## src/rtl/ksa_bist_pkg.sv

```systemverilog
// Shared types and constants for the Kogge-Stone adder Wishbone BIST master.
package ksa_bist_pkg;

    typedef enum logic [2:0] {
        IDLE,
        WR_OP,
        WR_CIN,
        RD_RES,
        CHECK,
        DONE
    } state_t;

    localparam logic [31:0] OPERAND_OFS = 32'h0000_0000;
    localparam logic [31:0] CTRL_OFS    = 32'h0000_0004;
    localparam logic [31:0] RESULT_OFS  = 32'h0000_0008;
    localparam logic [31:0] LFSR_TAPS   = 32'h8020_0003;

    // One step of the right-shifting Galois LFSR.
    function automatic logic [31:0] lfsr_next(input logic [31:0] s);
        return (s >> 1) ^ (s[0] ? LFSR_TAPS : 32'h0000_0000);
    endfunction

endpackage

```

## src/rtl/ksa_wb_bist_master_lfsr32.sv

```systemverilog
// 32-bit Galois LFSR with synchronous load and step enables.
module lfsr32
    import ksa_bist_pkg::*;
(
    input  logic        clk,
    input  logic        rst_n,
    input  logic        load,
    input  logic [31:0] seed,
    input  logic        step,
    output logic [31:0] q
);

    always_ff @(posedge clk or negedge rst_n) begin
        if (!rst_n) begin
            q <= '0;
        end else if (load) begin
            q <= seed;
        end else if (step) begin
            q <= lfsr_next(q);
        end
    end

endmodule

```

## src/rtl/ksa_wb_bist_master.sv

```systemverilog
// Wishbone classic initiator that self-tests the Kogge-Stone adder responder.
module ksa_wb_bist_master
    import ksa_bist_pkg::*;
#(
    parameter logic [31:0] BASE_ADDR   = 32'h3000_0000,
    parameter int unsigned NUM_VECTORS = 256,
    parameter int unsigned TIMEOUT     = 255,
    parameter logic [31:0] SEED        = 32'h0001_FFFF
) (
    input  logic        wb_clk_i,
    input  logic        wb_rst_ni,
    input  logic        start_i,
    output logic        busy_o,
    output logic        done_o,
    output logic        pass_o,
    output logic        timeout_o,
    output logic [15:0] err_count_o,
    output logic [15:0] vec_count_o,
    output logic [32:0] fail_vec_o,
    output logic        wbm_cyc_o,
    output logic        wbm_stb_o,
    output logic        wbm_we_o,
    output logic [3:0]  wbm_sel_o,
    output logic [31:0] wbm_adr_o,
    output logic [31:0] wbm_dat_o,
    input  logic [31:0] wbm_dat_i,
    input  logic        wbm_ack_i
);

    localparam logic [15:0] NV = 16'(NUM_VECTORS);
    localparam logic [15:0] TO = 16'(TIMEOUT);

    state_t      state;
    logic [15:0] tcnt;
    logic [16:0] res;
    logic [31:0] q;
    logic [15:0] a;
    logic [15:0] b;
    logic        cin;
    logic [16:0] expected;
    logic        mismatch;
    logic        unused_dat;

    function automatic logic [15:0] sat_inc(input logic [15:0] v);
        return (v == 16'hFFFF) ? v : v + 16'd1;
    endfunction

    assign a          = q[15:0];
    assign b          = q[31:16];
    assign cin        = vec_count_o[0];
    assign expected   = {1'b0, a} + {1'b0, b} + {16'b0, cin};
    assign mismatch   = (res != expected);
    assign unused_dat = ^wbm_dat_i[31:17];

    lfsr32 u_lfsr (
        .clk   (wb_clk_i),
        .rst_n (wb_rst_ni),
        .load  (state == IDLE && start_i),
        .seed  (SEED),
        .step  (state == CHECK),
        .q     (q)
    );

    always_ff @(posedge wb_clk_i or negedge wb_rst_ni) begin
        if (!wb_rst_ni) begin
            state       <= IDLE;
            busy_o      <= 1'b0;
            done_o      <= 1'b0;
            pass_o      <= 1'b0;
            timeout_o   <= 1'b0;
            err_count_o <= '0;
            vec_count_o <= '0;
            fail_vec_o  <= '0;
            wbm_cyc_o   <= 1'b0;
            wbm_stb_o   <= 1'b0;
            wbm_we_o    <= 1'b0;
            wbm_sel_o   <= '0;
            wbm_adr_o   <= '0;
            wbm_dat_o   <= '0;
            tcnt        <= '0;
            res         <= '0;
        end else begin
            case (state)
                IDLE: begin
                    if (start_i) begin
                        busy_o      <= 1'b1;
                        done_o      <= 1'b0;
                        pass_o      <= 1'b0;
                        timeout_o   <= 1'b0;
                        err_count_o <= '0;
                        vec_count_o <= '0;
                        fail_vec_o  <= '0;
                        // LFSR loads on this same edge, so the first operands are SEED itself.
                        wbm_cyc_o   <= 1'b1;
                        wbm_stb_o   <= 1'b1;
                        wbm_we_o    <= 1'b1;
                        wbm_sel_o   <= 4'hF;
                        wbm_adr_o   <= BASE_ADDR + OPERAND_OFS;
                        wbm_dat_o   <= SEED;
                        tcnt        <= '0;
                        state       <= WR_OP;
                    end
                end
                WR_OP, WR_CIN, RD_RES: begin
                    if (wbm_stb_o) begin
                        if (wbm_ack_i) begin
                            wbm_cyc_o <= 1'b0;
                            wbm_stb_o <= 1'b0;
                            wbm_we_o  <= 1'b0;
                            wbm_sel_o <= '0;
                            if (state == RD_RES) begin
                                res   <= wbm_dat_i[16:0];
                                state <= CHECK;
                            end
                        end else if (tcnt == TO - 16'd1) begin
                            wbm_cyc_o <= 1'b0;
                            wbm_stb_o <= 1'b0;
                            wbm_we_o  <= 1'b0;
                            wbm_sel_o <= '0;
                            timeout_o <= 1'b1;
                            done_o    <= 1'b1;
                            busy_o    <= 1'b0;
                            state     <= IDLE;
                        end else begin
                            tcnt <= tcnt + 16'd1;
                        end
                    end else begin
                        // Idle bus cycle after a write ack; launch the next transfer.
                        wbm_cyc_o <= 1'b1;
                        wbm_stb_o <= 1'b1;
                        wbm_sel_o <= 4'hF;
                        tcnt      <= '0;
                        if (state == WR_OP) begin
                            wbm_we_o  <= 1'b1;
                            wbm_adr_o <= BASE_ADDR + CTRL_OFS;
                            wbm_dat_o <= {31'b0, cin};
                            state     <= WR_CIN;
                        end else begin
                            wbm_we_o  <= 1'b0;
                            wbm_adr_o <= BASE_ADDR + RESULT_OFS;
                            wbm_dat_o <= '0;
                            state     <= RD_RES;
                        end
                    end
                end
                CHECK: begin
                    if (mismatch) begin
                        err_count_o <= sat_inc(err_count_o);
                        if (err_count_o == 16'd0) begin
                            fail_vec_o <= {cin, b, a};
                        end
                    end
                    vec_count_o <= vec_count_o + 16'd1;
                    if (vec_count_o + 16'd1 == NV) begin
                        done_o <= 1'b1;
                        pass_o <= (err_count_o == 16'd0) && !mismatch;
                        state  <= DONE;
                    end else begin
                        wbm_cyc_o <= 1'b1;
                        wbm_stb_o <= 1'b1;
                        wbm_we_o  <= 1'b1;
                        wbm_sel_o <= 4'hF;
                        wbm_adr_o <= BASE_ADDR + OPERAND_OFS;
                        wbm_dat_o <= lfsr_next(q);
                        tcnt      <= '0;
                        state     <= WR_OP;
                    end
                end
                DONE: begin
                    busy_o <= 1'b0;
                    state  <= IDLE;
                end
                default: state <= IDLE;
            endcase
        end
    end

endmodule
```

## config.mk

```make
export PLATFORM = sky130hd
export DESIGN_NAME = ksa_wb_bist_master
export DESIGN_NICKNAME = d
export VERILOG_FILES = /design/src/rtl/ksa_bist_pkg.sv /design/src/rtl/ksa_wb_bist_master_lfsr32.sv /design/src/rtl/ksa_wb_bist_master.sv
export SDC_FILE = /design/constraint.sdc
export NUM_CORES = 1
export LEC_CHECK = 0
export CORE_UTILIZATION = 30
export CTS_BUF_LIST = sky130_fd_sc_hd__clkbuf_16
export CTS_CLUSTER_DIAMETER = 50
export DETAILED_ROUTE_END_ITERATION = 10
export GPL_TIMING_DRIVEN = 0
export SLEW_MARGIN = 15
export SYNTH_ARGS = -nofsm -noshare
export SYNTH_HDL_FRONTEND = slang
export SYNTH_HIERARCHICAL = 1
export SYNTH_SLANG_ARGS = --single-unit
```

## constraint.sdc

```tcl
create_clock -name wb_clk_i -period 4.5 [get_ports wb_clk_i]
set_input_delay 0.45 -clock wb_clk_i [delete_from_list [all_inputs] [get_ports wb_clk_i]]
set_output_delay 0.45 -clock wb_clk_i [all_outputs]
set_load 0.02 [all_outputs]
```

==> out/metrics.csv, run 1 <==
stage,metric,value,unit
sta,RSZ-0062 raised after global routing,no,
sta,skew final,0.0202,ns
power,Pwr Total,0.00830,W
place,placed cell count,1700,
place,routability cong.,0.861,
setup_path,crit path from,vec_count_o[0],
finish,sequential cell area,4380,sq um
die,full die area,33400,sq um
status,status,completed,
synth,post-synthesis sequential area ratio,44.7,%
synth,"Async S/R FF share, synth",100,%
power,Leak Pwr,5.24,nW
synth,Netlist cell types,71,
die,Die Y,183,um
synth,Main synth FF type,dfrtp_1,
setup_path,reg2reg start,vec_count_o[0],
grt,GRT Total Usage,18.4,%
setup_path,R2R Setup Slk,0.16,ns
min_path,Hold Path End,wbm_dat_o[19],
sta,# setup viols final,0,
min_path,hold path cells,2,
sta,Final WS setup,0.160,ns
finish,final core occ,39.5,%
synth,Mapped Avg Cell Area,9.12,sq um
finish,antenna cells,0,
place,IO buf count,132,
finish,"commonest non-fill, non-tap cell in the layout",dfrtp_1,
sta,Hold Fails Final Rpt,0,
die,initial core utilization,30.8,%
route,Post-route DRC,0,
place,DP HPWL,22.6,mm
min_path,Worst Hold Class,flop to flop,
sta,fmax,230,MHz
synth,post-synthesis cell count,1074,
clocking,clk buf depth,2,
clocking,TritonCTS clock tree,done,
die,Row Count,65,
synth,number of synthesized flops with an enable pin,0,
grt,met1 Track Usage GR,24.9,%
power,PwrDens,661,nW/um^2
sta,Worst slew margin,41.3,%
die,core region area,31800,sq um
finish,share of post-route cells with drive strength above 1,9.89,%
grt,busiest grt layer,met2,
sta,post-route minimum period,4.34,ns
grt,first-pass GRT wire length,47.7,mm
setup_path,r2r worst-path depth,15,
clocking,Worst-Skew Late Latency,0.44,ns
grt,grt met3 use,3.25,%
min_path,min-delay src,wbm_dat_o[19],
die,chip width,183,um
flow_run,maxcap violations,0,
sta,Worst Tran Pin Value,0.875,ns
place,Post-Place Setup Slack,-0.311,ns
setup_path,Worst R2R End,err_count_o[9],
grt,routing usage on met2,30.3,%
clocking,H-tree depth,4,
clocking,CTS sink count,175,
clocking,Root Driver,clkbuf_16,
sta,Pins Over Slew Limit,0,
route,initial drt markers,922,
setup_path,Max Fanout on Critical Path,10,
route,Avg Vias per Cell,5.07,
sta,Final period util,96.4,%
finish,Final Net Count,1351,
finish,Non-Filler Instances,1739,
grt,grt total ovfl,0,
finish,synth-to-layout area growth,28.2,%
synth,Syn Std Cell Area,9790,sq um
setup_path,Startpoint Class,flop,
clocking,"Reg clk slew, reported paths",0.08,ns
grt,pin count of the biggest net entering global routing,103,
finish,Fillers,3199,
clocking,TritonCTS Buffers,17,
finish,most frequent cells in the layout,"dfrtp_1 (173), nand2_1 (165), clkdlybuf4s50_1 (131)",
synth,"flops & latches, synth",175,
route,total number of vias,8809,
setup_path,Setup crit end kind,flop,
route,Routed WL,30.4,mm
grt,vias in the first global route,8258,
route,Pre-antenna DRT Iters,5,
setup_path,Worst Path Arrival,4.64,ns
route,Avg WL per Cell,17.5,um
route,final antenna-violating net count,0,
grt,antenna violations before repair,0,
setup_path,Required @ worst endpoint,4.80,ns
setup_path,critical path type,flop to flop,
power,peak supply drop,0.000291,V
die,# IOs,176,
synth,Ys Warns,6,
finish,footprint of the multi-input gates,4990,sq um
-- area by class of cell --
| class | count | area share, % |
|---|---|---|
| sequential | 175 | 34.9 |
| inverter | 21 | 0.628 |
| tap | 435 | 4.33 |
| clock inverter | 14 | 1.16 |
| clock buffer | 17 | 3.39 |
| multi-input combinational | 835 | 39.7 |
| timing repair buffer | 141 | 11.3 |
| buffer | 101 | 4.60 |
-- synth_stat cells (5+ instances only) --
library cell,number,area [sq um]
xnor2_1,18,158
and2_1,6,37.5
and3_1,10,62.6
mux2i_1,35,350
buf_1,5,18.8
nand2b_1,8,50.1
o41ai_1,8,70.1
nand4_1,21,131
o2111ai_1,5,43.8
mux2_2,21,236
o21ai_1,33,165
buf_2,11,55.1
clkbuf_1,44,165
o22ai_1,5,31.3
ha_1,21,263
a21o_1,9,67.6
buf_4,36,270
or3_1,8,50.1
o21ai_0,127,636
nand2_1,165,619
nor3_1,18,90.1
o31ai_1,41,308
nor2_1,57,214
a31oi_1,9,56.3
nor4_1,9,56.3
a21oi_1,27,135
dfrtp_1,175,4380
xor2_1,23,201
inv_1,20,75.1
nand3_1,23,115
-- timing repair --
| item | in CTS | in global routing |
|---|---|---|
| endpoints found under the setup margin | 49 | 48 |
| hold buffers | 1 | 0 |
| gates resized for setup | 0 | 11 |
| hold endpoints to repair | 12 | 0 |
| gates cloned | 0 | 0 |
| setup buffers | 3 | 4 |
| pin swaps | 1 | 0 |
-- stage by stage --
step	setup TNS, ns	hold WS, ns	cell area (sq um)
floorplan	0	0.154	10000
finish	0	0.483	12600
CTS	0	0.490	12500
detailed placement	-11.36	0.448	11900
global placement	-804.55	0.467	11900
global route	0	0.518	12600
-- report_power, final --
group	switching (W)	total (W)	leakage (nW)	internal, W
registers	0.000560	0.00257	2.30	0.00201
logic	0.00256	0.00425	2.67	0.00169
clock network	0.000734	0.00147	0.276	0.000739
-- state kept, by name (all words and copies together) (netlist names) --
| signal | count |
|---|---|
| wbm_stb_o | 1 |
| busy_o | 1 |
| tcnt | 16 |
| wbm_sel_o | 1 |
| wbm_adr_o | 3 |
| done_o | 1 |
| pass_o | 1 |
| state | 3 |
| vec_count_o | 16 |
| u_lfsr/q | 32 |
| timeout_o | 1 |
| wbm_dat_o | 32 |
| wbm_we_o | 1 |
| res | 17 |
| fail_vec_o | 33 |
| err_count_o | 16 |
-- routing by layer --
| layer | up-vias | routed length, um |
|---|---|---|
| met2 | 295 | 14600 |
| met3 | 29 | 1690 |
| met5 | - | 0 |
| met4 | 0 | 495 |
| met1 | 4283 | 13700 |
| li1 | 4202 | - |
-- worst max-delay path by stage --
stage	to
floorplan	err_count_o[4]
global placement	timeout_o
detailed placement	fail_vec_o[6]
CTS	fail_vec_o[12]
global route	err_count_o[10]
finish	err_count_o[9]
-- worst max-delay path: stages, from the launching register on --
cell and delay, ns:
dfrtp_2 0.50, fa_1 0.48, fa_1 0.41, a21o_1 0.20, a311o_1 0.39, a31oi_2 0.18
o21ai_1 0.13, mux2i_1 0.16, or4_1 0.59, nor4_4 0.28, buf_4 0.22, buf_4 0.14
or2_1 0.09, buf_4 0.16, buf_6 0.16, o41ai_1 0.08
-- cell families (layout without fill, tap and decap cells) --
kind of cell    after synthesis  count (layout)  synth area share, %
fa+ha+maj                    23              23                 3.09
compound gates              305             305                 19.0
mux                          56              56                 5.99
other cells                   2              60               0.0767
simple gates                350             350                 16.8
buf+inv                     122             294                 6.67
xor+xnor                     41              41                 3.67
flops                       175             175                 44.7
No activity file was read; power rests on OpenSTA's default activity.
==> inputs of run 2 (changes only) <==
Settings changed: MAX_ROUTING_LAYER set to met4.
==> out/metrics.csv, run 2 (synthesis gave the netlist of run 1 again) <==
stage,metric,value,unit
clocking,TritonCTS clock tree,done,
finish,Non-Filler Instances,1734,
sta,# setup viols final,0,
die,# IOs,176,
die,chip width,183,um
setup_path,Required @ worst endpoint,4.80,ns
die,initial core utilization,30.8,%
finish,"commonest non-fill, non-tap cell in the layout",dfrtp_1,
finish,synth-to-layout area growth,28.0,%
sta,fmax,232,MHz
clocking,TritonCTS Buffers,17,
sta,Hold WS,0.491,ns
setup_path,CP peak stage delay,0.59,ns
finish,Largest register FFs,33,
setup_path,Startpoint Class,flop,
setup_path,Buf/Inv on CP,3,
setup_path,critical path type,flop to flop,
sta,Final period util,95.8,%
route,final antenna-violating net count,0,
clocking,clk buf depth,2,
flow_run,maxcap violations,0,
finish,Largest regs,"fail_vec_o x33, u_lfsr/q x32, wbm_dat_o x32",
setup_path,Setup crit end kind,flop,
setup_path,critical-path cell list,fa_1 > fa_1 > a21o_1 > a311o_1 > a31oi_1 > o21ai_0 > mux2i_1 > or4_1 > nor4_4 > buf_12 > buf_4 > buf_2 > o31ai_1,
place,DP HPWL,22.6,mm
finish,share of post-route cells with drive strength above 1,9.31,%
route,Pre-antenna DRT Iters,5,
grt,first-pass GRT wire length,48.1,mm
die,core region area,31800,sq um
grt,antenna violations before repair,0,
sta,skew final,0.0150,ns
route,initial drt markers,722,
sta,Worst Tran Pin Value,0.895,ns
grt,grt total ovfl,0,
sta,Pins Over Slew Limit,0,
power,PwrDens,662,nW/um^2
status,status,completed,
setup_path,reg2reg start,u_lfsr/q[0],
finish,Fillers,3214,
clocking,"Reg clk slew, reported paths",0.07,ns
power,Leak Pwr,5.23,nW
setup_path,Max Fanout on Critical Path,10,
route,Routed WL,30.1,mm
clocking,Root Driver,clkbuf_16,
place,routability cong.,0.865,
finish,"Design Area, Final",12500,sq um
setup_path,"delay-heaviest family, CP",compound AO/OA/AOI/OAI gates,
grt,vias in the first global route,8374,
sta,Hold Fails Final Rpt,0,
clocking,Worst-Skew Late Latency,0.44,ns
sta,post-route minimum period,4.31,ns
min_path,min-delay src,wbm_dat_o[24],
grt,pin count of the biggest net entering global routing,100,
route,Post-route DRC,0,
clocking,H-tree depth,4,
setup_path,Most common cell on crit path,fa_1,
die,Row Count,65,
sta,Worst slew margin,40.0,%
clocking,CTS sink count,175,
place,placed cell count,1700,
finish,final core occ,39.4,%
finish,most frequent cells in the layout,"dfrtp_1 (173), nand2_1 (165), clkdlybuf4s50_1 (131)",
die,full die area,33400,sq um
power,peak supply drop,0.000319,V
route,Avg Vias per Cell,5.04,
setup_path,"Slowest-stage cell, CP",or4_1,
sta,RSZ-0062 raised after global routing,no,
power,Pwr Total,0.00829,W
min_path,Worst Hold Class,flop to flop,
route,total number of vias,8736,
grt,GRT Total Usage,19.0,%
place,IO buf count,132,
setup_path,crit path from,u_lfsr/q[0],
route,Avg WL per Cell,17.4,um
finish,Final Net Count,1346,
finish,antenna cells,0,
place,Area after DPL,11900,sq um
setup_path,Worst Path Arrival,4.61,ns
die,Die Y,183,um
finish,"Most flops, register",fail_vec_o,
==> run 2: path summary, 6_finish.rpt <==
check | end | slack, ns | cells past startpoint
setup / recovery | fail_vec_o[6] | 0.19 | 13
hold / removal | wbm_dat_o[24] | 0.49 | 2
setup reg to reg | fail_vec_o[6] | 0.19 | 13
hold reg to reg | wbm_dat_o[24] | 0.49 | 2
max in group asynchronous | vec_count_o[0] | 3.02 | 3
min in group asynchronous | res[6] | 0.56 | 2
==> run 2: power by group <==
group          switching, W  internal (W)
registers          0.000565       0.00201
clock network      0.000727      0.000795
logic               0.00252       0.00167
total               0.00382       0.00448
==> run 2: final cells by class <==
| cell class | instances | area (sq um) | area share, % |
|---|---|---|---|
| clock inverters | 14 | 160 | 1.28 |
| repair buffers | 136 | 1390 | 11.1 |
| well taps | 435 | 544 | 4.34 |
| inverters | 21 | 78.8 | 0.629 |
| plain buffers | 101 | 577 | 4.60 |
| multi-input cells | 835 | 4980 | 39.7 |
| flip-flops and latches | 175 | 4380 | 35.0 |
| clock buffers | 17 | 425 | 3.39 |
==> run 2: timing repair <==
| action | 4_1_cts | 5_1_grt |
|---|---|---|
| endpoints found under the setup margin | 50 | 33 |
| resized for setup | 0 | 6 |
| hold buffers | 1 | 0 |
| pin swaps | 1 | 0 |
| hold endpoints to repair | 3 | 0 |
| buffers inserted | 2 | 0 |
==> run 2: stage by stage <==
step | worst slack (ns) | setup TNS, ns
after floorplan | 0.673 | 0
after global placement | -4.54 | -804.78
after detailed placement | -0.312 | -12.05
after CTS | 0.0925 | 0
after global routing | 0.00333 | 0
final | 0.190 | 0
==> run 2: layer usage <==
metal  GRT usage, %  routed length, um  vias up
li1               -                  -     4196
met1           25.1              13800     4272
met2           30.3              14400      247
met3           3.15               1510       21
met4           4.81                398        0
met5              -                  0        -
==> run 2: worst min-delay path: cells and delay by family (launching register included) <==
kind,cells,cell delay [ns]
DFF,1,0.35
and+or+nand+nor,1,0.04
AOI/OAI and AO/OA,1,0.06
==> inputs of run 3 (changes only) <==
Settings changed: MAX_ROUTING_LAYER met4 to unset.
==> results of run 3 <==
Same layout as run 1: the final DEF is identical, and so are final timing and power.
